[src/rtl/alsu_pipe.sv]
// alsu_pipe: two-stage, valid-gated arithmetic/logic/shift unit.
// Stage 1 captures operands and controls when in_valid is high. Stage 2
// executes the captured operation and drives out, err, leds and a
// one-cycle out_valid strobe. Opcodes 4-6 operate on the current out
// register, so back-to-back shift/rotate/accumulate operations chain.
module alsu_pipe #(
    parameter int    WIDTH          = 3,
    parameter string INPUT_PRIORITY = "A",
    parameter string FULL_ADDER     = "ON",
    parameter int    LED_WIDTH      = 16
) (
    input  logic                        clk,
    input  logic                        rst,
    input  logic                        in_valid,
    input  logic signed [WIDTH-1:0]     A,
    input  logic signed [WIDTH-1:0]     B,
    input  logic                        cin,
    input  logic                        serial_in,
    input  logic                        red_op_A,
    input  logic                        red_op_B,
    input  logic [2:0]                  opcode,
    input  logic                        bypass_A,
    input  logic                        bypass_B,
    input  logic                        direction,
    output logic                        out_valid,
    output logic signed [2*WIDTH-1:0]   out,
    output logic                        err,
    output logic [LED_WIDTH-1:0]        leds
);

    localparam int W2      = 2 * WIDTH;
    // Elaboration-time decode of the string parameters.
    localparam bit PRIO_A  = (INPUT_PRIORITY == "A");
    localparam bit USE_CIN = (FULL_ADDER == "ON");

    typedef enum logic [2:0] {
        OP_OR    = 3'd0,
        OP_XOR   = 3'd1,
        OP_ADD   = 3'd2,
        OP_MUL   = 3'd3,
        OP_SHIFT = 3'd4,
        OP_ROT   = 3'd5,
        OP_ACC   = 3'd6,
        OP_RSVD  = 3'd7
    } opcode_e;

    // ------------------------------------------------------------------
    // Stage 1: captured inputs
    // ------------------------------------------------------------------
    logic signed [WIDTH-1:0] a_q;
    logic signed [WIDTH-1:0] b_q;
    logic                    cin_q;
    logic                    ser_q;
    logic                    red_a_q;
    logic                    red_b_q;
    opcode_e                 op_q;
    logic                    byp_a_q;
    logic                    byp_b_q;
    logic                    dir_q;
    logic                    v1;

    // Capture all operands and controls on a valid cycle; v1 tracks whether
    // stage 2 has work on the next edge.
    // NOTE: sequential state is written with <= so every register samples
    // the pre-edge values; blocking = here would create ordering races.
    always_ff @(posedge clk or posedge rst) begin
        // NOTE: every register here is a flop (no memory arrays), so all of
        // them are cleared by the asynchronous reset.
        if (rst) begin
            a_q     <= '0;
            b_q     <= '0;
            cin_q   <= 1'b0;
            ser_q   <= 1'b0;
            red_a_q <= 1'b0;
            red_b_q <= 1'b0;
            op_q    <= OP_OR;
            byp_a_q <= 1'b0;
            byp_b_q <= 1'b0;
            dir_q   <= 1'b0;
            v1      <= 1'b0;
        end else begin
            v1 <= in_valid;
            if (in_valid) begin
                a_q     <= A;
                b_q     <= B;
                cin_q   <= cin;
                ser_q   <= serial_in;
                red_a_q <= red_op_A;
                red_b_q <= red_op_B;
                op_q    <= opcode_e'(opcode);
                byp_a_q <= bypass_A;
                byp_b_q <= bypass_B;
                dir_q   <= direction;
            end
        end
    end

    // ------------------------------------------------------------------
    // Stage 2: combinational execute
    // ------------------------------------------------------------------
    logic signed [W2-1:0] a_ext;
    logic signed [W2-1:0] b_ext;
    logic                 red_any;
    logic                 byp_any;
    logic                 invalid;
    logic                 red_a_bit;
    logic                 red_b_bit;
    logic                 red_bit;
    logic [W2-1:0]        carry_ext;
    logic signed [W2-1:0] op_res;
    logic signed [W2-1:0] next_out;
    logic                 next_err;

    assign a_ext     = {{WIDTH{a_q[WIDTH-1]}}, a_q};
    assign b_ext     = {{WIDTH{b_q[WIDTH-1]}}, b_q};
    assign red_any   = red_a_q | red_b_q;
    assign byp_any   = byp_a_q | byp_b_q;
    assign invalid   = (red_any && (op_q != OP_OR) && (op_q != OP_XOR)) ||
                       (op_q == OP_RSVD);
    assign carry_ext = {{(W2-1){1'b0}}, cin_q & USE_CIN};

    // Pick the reduction bit for OR/XOR, honouring the priority operand
    // when both reduction flags are set.
    always_comb begin
        // NOTE: every combinational output gets a default first so no path
        // leaves it unassigned, which would otherwise infer a latch.
        red_a_bit = |a_q;
        red_b_bit = |b_q;
        red_bit   = 1'b0;
        if (op_q == OP_XOR) begin
            red_a_bit = ^a_q;
            red_b_bit = ^b_q;
        end
        if (red_a_q && red_b_q) begin
            red_bit = PRIO_A ? red_a_bit : red_b_bit;
        end else if (red_a_q) begin
            red_bit = red_a_bit;
        end else begin
            red_bit = red_b_bit;
        end
    end

    // Opcode datapath; shift, rotate and accumulate read the live out
    // register so consecutive operations chain.
    always_comb begin
        op_res = '0;
        case (op_q)
            OP_OR: begin
                if (red_any) op_res = {{(W2-1){1'b0}}, red_bit};
                else         op_res = a_ext | b_ext;
            end
            OP_XOR: begin
                if (red_any) op_res = {{(W2-1){1'b0}}, red_bit};
                else         op_res = a_ext ^ b_ext;
            end
            OP_ADD: begin
                // |sum| <= 2^W, well inside the 2W-bit range.
                op_res = a_ext + b_ext + carry_ext;
            end
            OP_MUL: begin
                // Both factors are sign-extended to 2W, so the truncated
                // product is the exact signed W x W result.
                op_res = a_ext * b_ext;
            end
            OP_SHIFT: begin
                if (dir_q) op_res = {out[W2-2:0], ser_q};
                else       op_res = {ser_q, out[W2-1:1]};
            end
            OP_ROT: begin
                if (dir_q) op_res = {out[W2-2:0], out[W2-1]};
                else       op_res = {out[0], out[W2-1:1]};
            end
            OP_ACC: begin
                op_res = out + a_ext;
            end
            OP_RSVD: begin
                op_res = '0;
            end
        endcase
    end

    // Result priority: bypass beats invalidity, invalidity beats the opcode.
    always_comb begin
        next_out = op_res;
        next_err = 1'b0;
        if (byp_a_q && byp_b_q) begin
            next_out = PRIO_A ? a_ext : b_ext;
        end else if (byp_a_q) begin
            next_out = a_ext;
        end else if (byp_b_q) begin
            next_out = b_ext;
        end else if (invalid) begin
            next_out = '0;
            next_err = 1'b1;
        end
    end

    // Commit the executed operation; with no work in stage 2 everything
    // holds and the strobe drops.
    always_ff @(posedge clk or posedge rst) begin
        if (rst) begin
            out_valid <= 1'b0;
            out       <= '0;
            err       <= 1'b0;
            leds      <= '0;
        end else begin
            out_valid <= v1;
            if (v1) begin
                out  <= next_out;
                err  <= next_err;
                leds <= invalid ? ~leds : '0;
            end
        end
    end

endmodule

[config.mk]
export PLATFORM = sky130hd
export DESIGN_NAME = alsu_pipe
export DESIGN_NICKNAME = d
export VERILOG_FILES = /design/src/rtl/alsu_pipe.sv
export SDC_FILE = /design/constraint.sdc
export NUM_CORES = 1
export LEC_CHECK = 0
export CORE_MARGIN = 5
export CORE_UTILIZATION = 45
export DETAILED_ROUTE_END_ITERATION = 6
export DONT_BUFFER_PORTS = 1
export PLACE_DENSITY = 0.7
export SYNTH_ARGS = -nofsm -noshare
export SYNTH_HDL_FRONTEND = slang
export SYNTH_SLANG_ARGS = --single-unit
[constraint.sdc]
create_clock -name clk -period 6.1 [get_ports clk]
set_input_delay 1.525 -clock clk [delete_from_list [all_inputs] [get_ports clk]]
set_output_delay 1.525 -clock clk [all_outputs]
set_load 0.03 [all_outputs]
# Yosys cells after proc, flatten, opt, wreduce, memory -nomap -nowiden
# Cells that the tools add are included.
[classes] add_sub_neg=3 mul=1 eq_ne=8 mux=18 bitwise_logic=4 reduce_logical=11
[op_table] operator="6-bit 2-to-1 mux" n=8
[op_table] operator="6-bit one-hot mux with 8 select lines" n=1
[op_table] operator="16-bit 2-to-1 mux" n=1
[op_table] operator="16-bit inverter" n=1
[op_table] operator="3-bit equality test (second input constant)" n=4
[op_table] operator="1-bit 2-to-1 mux" n=8
[op_table] operator="6-bit by 3-bit adder with 6-bit output" n=1
[op_table] operator="3-bit by 2-bit equality test with 1-bit output (second input constant)" n=2
[op_table] operator="3-bit by 3-bit multiplier with 6-bit output" n=1
[op_table] operator="3-bit OR reduction" n=2
[op_table] operator="3-bit XOR reduction" n=2
[op_table] operator="4-bit by 2-bit adder with 5-bit output" n=1
[op_table] operator="3-bit by 3-bit adder with 4-bit output" n=1
[op_table] operator="1-bit logical AND" n=4
[op_table] operator="3-bit by 1-bit equality test with 1-bit output (second input constant)" n=1
[op_table] operator="3-bit zero test" n=1
[op_table] operator="3-bit by 1-bit inequality test with 1-bit output (second input constant)" n=1
[op_table] operator="3-bit bitwise OR" n=1
[op_table] operator="3-bit nonzero test" n=1
[op_table] operator="3-bit XOR" n=1
[op_table] operator="1-bit logical OR" n=1
[op_table] operator="1-bit bitwise OR" n=1
[totals] register_bits=41 in_bits=19 output_inout_bits=24 wordCells=60

# Logic depth before layout (Yosys ltp)
[logic_depth] word_depth=10 ltp_mapped=14 depth_no_buf=14

# Least setup slack after synthesis
# No wires, ideal clock.
[synth_timing] kind="flip-flop to flip-flop" startpoint="reg a_q[2]" endpoint="reg out[5]" setup_time_ns=0.065 arrival_ns=2.987 required_time_ns=6.035 setup_slack_ns=3.048 path_stages_with_launch=14 n_path_buf=1 period_less_slack_ns=3.052 cell_sequence="dfrtp_1 -> buf_6 -> nand2_1 -> fa_1 -> fa_1 -> inv_1 -> ha_1 -> inv_1 -> fa_1 -> xnor3_1 -> xor2_1 -> o311a_1 -> o211ai_2 -> a31o_1"
[synth_between] elab_chain_len=7 word_cells_on_any_way=13 classes_between="3 x add/sub; 1 x mul; 7 x mux; 2 x bitwise"
[synth_lines] element="from (decl)" line_no="50" source="logic signed [WIDTH-1:0] a_q;"
[synth_lines] element="from (signal assigned)" line_no="70" source="a_q <= '0;"
[synth_lines] element="from (signal assigned)" line_no="84" source="a_q <= A;"
[synth_lines] element="3-bit by 3-bit adder with 4-bit output, or another cell as far along" line_no="158" source="op_res = a_ext + b_ext + carry_ext;"
[synth_lines] element="4-bit by 2-bit adder with 5-bit output, or another cell as far along" line_no="158"
[synth_lines] element="6-bit one-hot mux with 8 select lines" line_no="147" source="case (op_q)"
[synth_lines] element="6-bit 2-to-1 mux" line_no="192" source="end else if (invalid) begin"
[synth_lines] element="6-bit 2-to-1 mux" line_no="190" source="end else if (byp_b_q) begin"
[synth_lines] element="6-bit 2-to-1 mux" line_no="188" source="end else if (byp_a_q) begin"
[synth_lines] element="6-bit 2-to-1 mux (*)" line_no="186" source="if (byp_a_q && byp_b_q) begin"
[synth_lines] element="to (signal assigned)" line_no="209" source="out <= next_out;"
[synth_lines] element="to (decl)" line_no="26" source="output logic signed [2*WIDTH-1:0] out,"
# Mark *: on every way between the ends. The rest lies on a longest branch, timed or not.
# A chain may end at the register's enable or synchronous reset.

# Final worst setup path
# Same ends and word-level chain as after synthesis.

==> impl_metrics.csv <==
group,metric,value,unit
global_route,grt_pass1_wl,10.0,mm
worst_setup_path,slowest_stage,"dfrtp_1",
yosys,synth_fa_ha_area_share,14.4,%
cells_and_area,syn_to_final_growth,4.62,%
worst_setup_path,cpLargestDelayFamily,"adder cells",
worst_setup_path,end_kind,"flip-flop",
sta,setup_viol_count_final,0,
sta,fin_setup_tns,0,ps
cells_and_area,fillers,553,
sta,slew_violations,0,
yosys,synth_top_family_by_area,"compound AO/OA/AOI/OAI gates",
global_route,grt_pass1_vias,1974,
power_and_ir_drop,ir_worst_vdd,0.000173,V
clock_tree,cts_made_buffers,5,
clock_tree,post_cts_buffers,0,
cells_and_area,antenna_cells,0,
sta,fin_worst_skew,6.26,ps
worst_setup_path,reg2reg_to,"out[5]",
yosys,ys.flop_type,"dfrtp_1",
clock_tree,cts_root_buf,"clkbuf_8",
power_and_ir_drop,p_per_area,294,nW/um^2
worst_setup_path,cp_common_cell,"fa_1",
sta,tightestPinTransition,893,ps
power_and_ir_drop,p_leak,1.29,nW
worst_setup_path,startpoint,"a_q[2]",
die,rows,28,
yosys,ys_seq_elements,41,
worst_setup_path,reg2reg_slack,2600,ps
worst_setup_path,crit_path_end,"out[5]",
yosys,synthXorXnorAreaFrac,2.72,%
yosys,synth_cell_type_count,55,
routing,dr.pass1.iters,4,
worst_setup_path,worst-path-max-fanout,14,
global_route,overflow,0,
worst_setup_path,r2r_cells,12,
placed_design,hpwl,4.46,mm
sta,slew_headroom,40.5,%
clock_tree,clock_path_buffers,2,
min_path,holdPathStages,1,
cells_and_area,nets,313,
die,start_util,46.4,%
routing,vias_per_cell,5.78,
yosys,synth_fp_nets,320,
yosys,synth_warnings,0,
sta,period_share,57.3,%
sta,rsz0062_at_grt,"false",
worst_setup_path,worstSetupPathType,"reg2reg",
yosys,synth_area_leaders,"dfrtp_1 37%, ha_1 8.6%, mux2i_1 8.0%",
yosys,netlist_instances,274,
yosys,synth_area,2760,sq um
die,pin_count,43,
clock_tree,cts_sinks,41,
routing,drt-wirelength-per-cell,17.2,microns
clock_tree,htree_levels,2,
worst_setup_path,crit_required,6290,ps
run,maxCapViolations,0,
worst_setup_path,critPathMaxStageDelay,670,ps
yosys,synthSimpleGateAreaFrac,10.2,%
worst_setup_path,rr_startpoint,"a_q[2]",
routing,drc,0,
clock_tree,holdBufCountCts,0,
routing,drt-initial-drc-count,258,
yosys,synthArstFlopShare,100,%
sta,final_hold_viol_count,0,
global_route,grt_max_degree,42,
sta,fmax,286,MHz
clock_tree,cts_tree,"done",
die,die_w,88.3,microns
routing,ant_nets,0,
routing,drt-total-wl,5.91,mm
placed_design,port_buffers,0,
yosys,ys_seq_area_share,37.2,%
worst_setup_path,crit_cells,12,
cells_and_area,layout.cells.non_filler,343,
clock_tree,clk_pin_slew,80,ps
clock_tree,cts-resized-gates,0,
yosys,synth_compound_area_share,17.8,%
global_route,antenna_found_initial,0,
die,core_area,5960,sq um
yosys,synth-edff-count,0,
worst_setup_path,critPathLaunchType,"flip-flop",
yosys,synth_area_leader_cell,"dfrtp_1",
min_path,hold_path.class,"reg2reg",
die,fp.dieArea,7800,sq um
yosys,synth.mux.area_fraction,10.8,%
worst_setup_path,cp_cell_sequence,"nand2_1 > fa_1 > fa_1 > inv_1 > ha_1 > inv_1 > fa_1 > xnor3_1 > xor2_1 > o311a_1 > o211ai_2 > a31o_1",
cells_and_area,drive_above_1_share,8.96,%
die,dieHeight,88.3,microns
placed_design,place_congestion,0.870,
routing,via_count,1982,
run_status,outcome,"completed",
worst_setup_path,cp.arrival,3690,ps
worst_setup_path,worst-path-buf-inv,2,
sta,post-route-min-period,3500,ps
yosys,synth.top_cell.area_share,37.2,%
placed_design,dp_cells,335,
clock_tree,clk_latency,300,ps
global_route,gr-usage-all-layers,16.5,%
yosys,syn_area_per_cell,10.1,sq um
[cell type report]
| cell class | count | area (sq um) | share of cell area [%] |
|---|---|---|---|
| repair buffers | 1 | 7.51 | 0.260 |
| clock buffers | 6 | 72.6 | 2.51 |
| multi-input cells | 190 | 1550 | 53.5 |
| well taps | 75 | 93.8 | 3.25 |
| flip-flops and latches | 41 | 1030 | 35.5 |
| inverters | 28 | 105 | 3.64 |
| clock inverters | 2 | 38.8 | 1.34 |
[synth_stat cells, types with 3 or more instances]
| library cell | number |
|---|---|
| o21ai_1 | 5 |
| buf_2 | 5 |
| nor2b_1 | 3 |
| mux2i_1 | 22 |
| clkbuf_1 | 6 |
| nand2b_1 | 3 |
| o2111ai_1 | 3 |
| inv_1 | 25 |
| a211oi_1 | 3 |
| nand2_1 | 24 |
| mux2_2 | 7 |
| a21oi_1 | 13 |
| xnor2_1 | 5 |
| dfrtp_1 | 41 |
| fa_1 | 8 |
| ha_1 | 19 |
| nor2_1 | 11 |
| a31oi_1 | 3 |
| o21ai_0 | 15 |
| buf_6 | 3 |
| o22ai_1 | 4 |
| and3_1 | 3 |
[worst min-delay path by stage]
stage	from	to	slack, ps
after global placement	cin_q	cin_q	520
after floorplan	v1	out_valid	360
after CTS	cin_q	cin_q	540
after global routing	cin_q	cin_q	560
final	cin_q	cin_q	540
after detailed placement	cin_q	cin_q	530
[placed cells by master, fill, tap and decap left out, drive strengths merged, types with 2 or more instances in the layout]
| cell | Yosys | routed |
|---|---|---|
| dfrtp | 41 | 41 |
| inv | 27 | 27 |
| nand2 | 24 | 24 |
| mux2i | 22 | 22 |
| o21ai | 20 | 20 |
| ha | 19 | 19 |
| a21oi | 13 | 13 |
| nor2 | 11 | 11 |
| fa | 8 | 8 |
| mux2 | 7 | 7 |
| clkbuf | 6 | 6 |
| xnor2 | 5 | 5 |
| o22ai | 5 | 5 |
| a211oi | 4 | 4 |
| nand2b | 3 | 3 |
| nor2b | 3 | 3 |
| and3 | 3 | 3 |
| o2111ai | 3 | 3 |
| a31oi | 3 | 3 |
| o21a | 3 | 3 |
| o211ai | 3 | 3 |
| a21boi | 2 | 2 |
| o221ai | 2 | 2 |
| a211o | 2 | 2 |
| o32ai | 2 | 2 |
| nand3b | 2 | 2 |
| nand3 | 2 | 2 |
| a2111oi | 2 | 2 |
| clkinv | 1 | 2 |
[sequential cells by signal (all words and copies together), names as in the netlist]
name and count:
leds 16, out 6, a_q 3, b_q 3, op_q 3, byp_a_q 1, byp_b_q 1, cin_q 1
dir_q 1, err 1, out_valid 1, red_a_q 1, red_b_q 1, ser_q 1, v1 1
[stage by stage]
stage | utilization, % | worst slack (ps) | hold slack (ps) | area (sq um) | total power [mW]
floorplan | - | 3050 | 365 | 2760 | 0.588
global placement | 46.6 | 2810 | 519 | 2780 | 0.633
detailed placement | 46.6 | 2640 | 525 | 2780 | 0.639
CTS | 48.5 | 2610 | 542 | 2890 | 0.858
global route | 48.5 | 2400 | 557 | 2890 | 0.904
finish | 48.5 | 2600 | 544 | 2890 | 0.850
[power breakdown]
part	switching [mW]	total (mW)	internal, mW
combinational	0.106	0.208	0.102
sequential	0.118	0.425	0.307
clock	0.0947	0.218	0.123
total	0.318	0.850	0.532
[layer usage]
layer / up-vias / share of wire (%) / GRT usage [%]
li1: 950 / - / -
met1: 944 / 43 / 22.9
met2: 77 / 47 / 25.6
met3: 11 / 7.9 / 2.98
met4: 0 / 2.5 / 6.46
met5: - / 0 / 0
[cells by family (layout without fill, tap and decap cells)]
group,count (synthesis),in the layout
mux,29,29
simple gates,57,57
flops,41,41
fa+ha+maj,27,27
compound gates,70,70
xor+xnor,7,7
buf+inv,43,37
No activity file was read; power rests on OpenSTA's default activity.
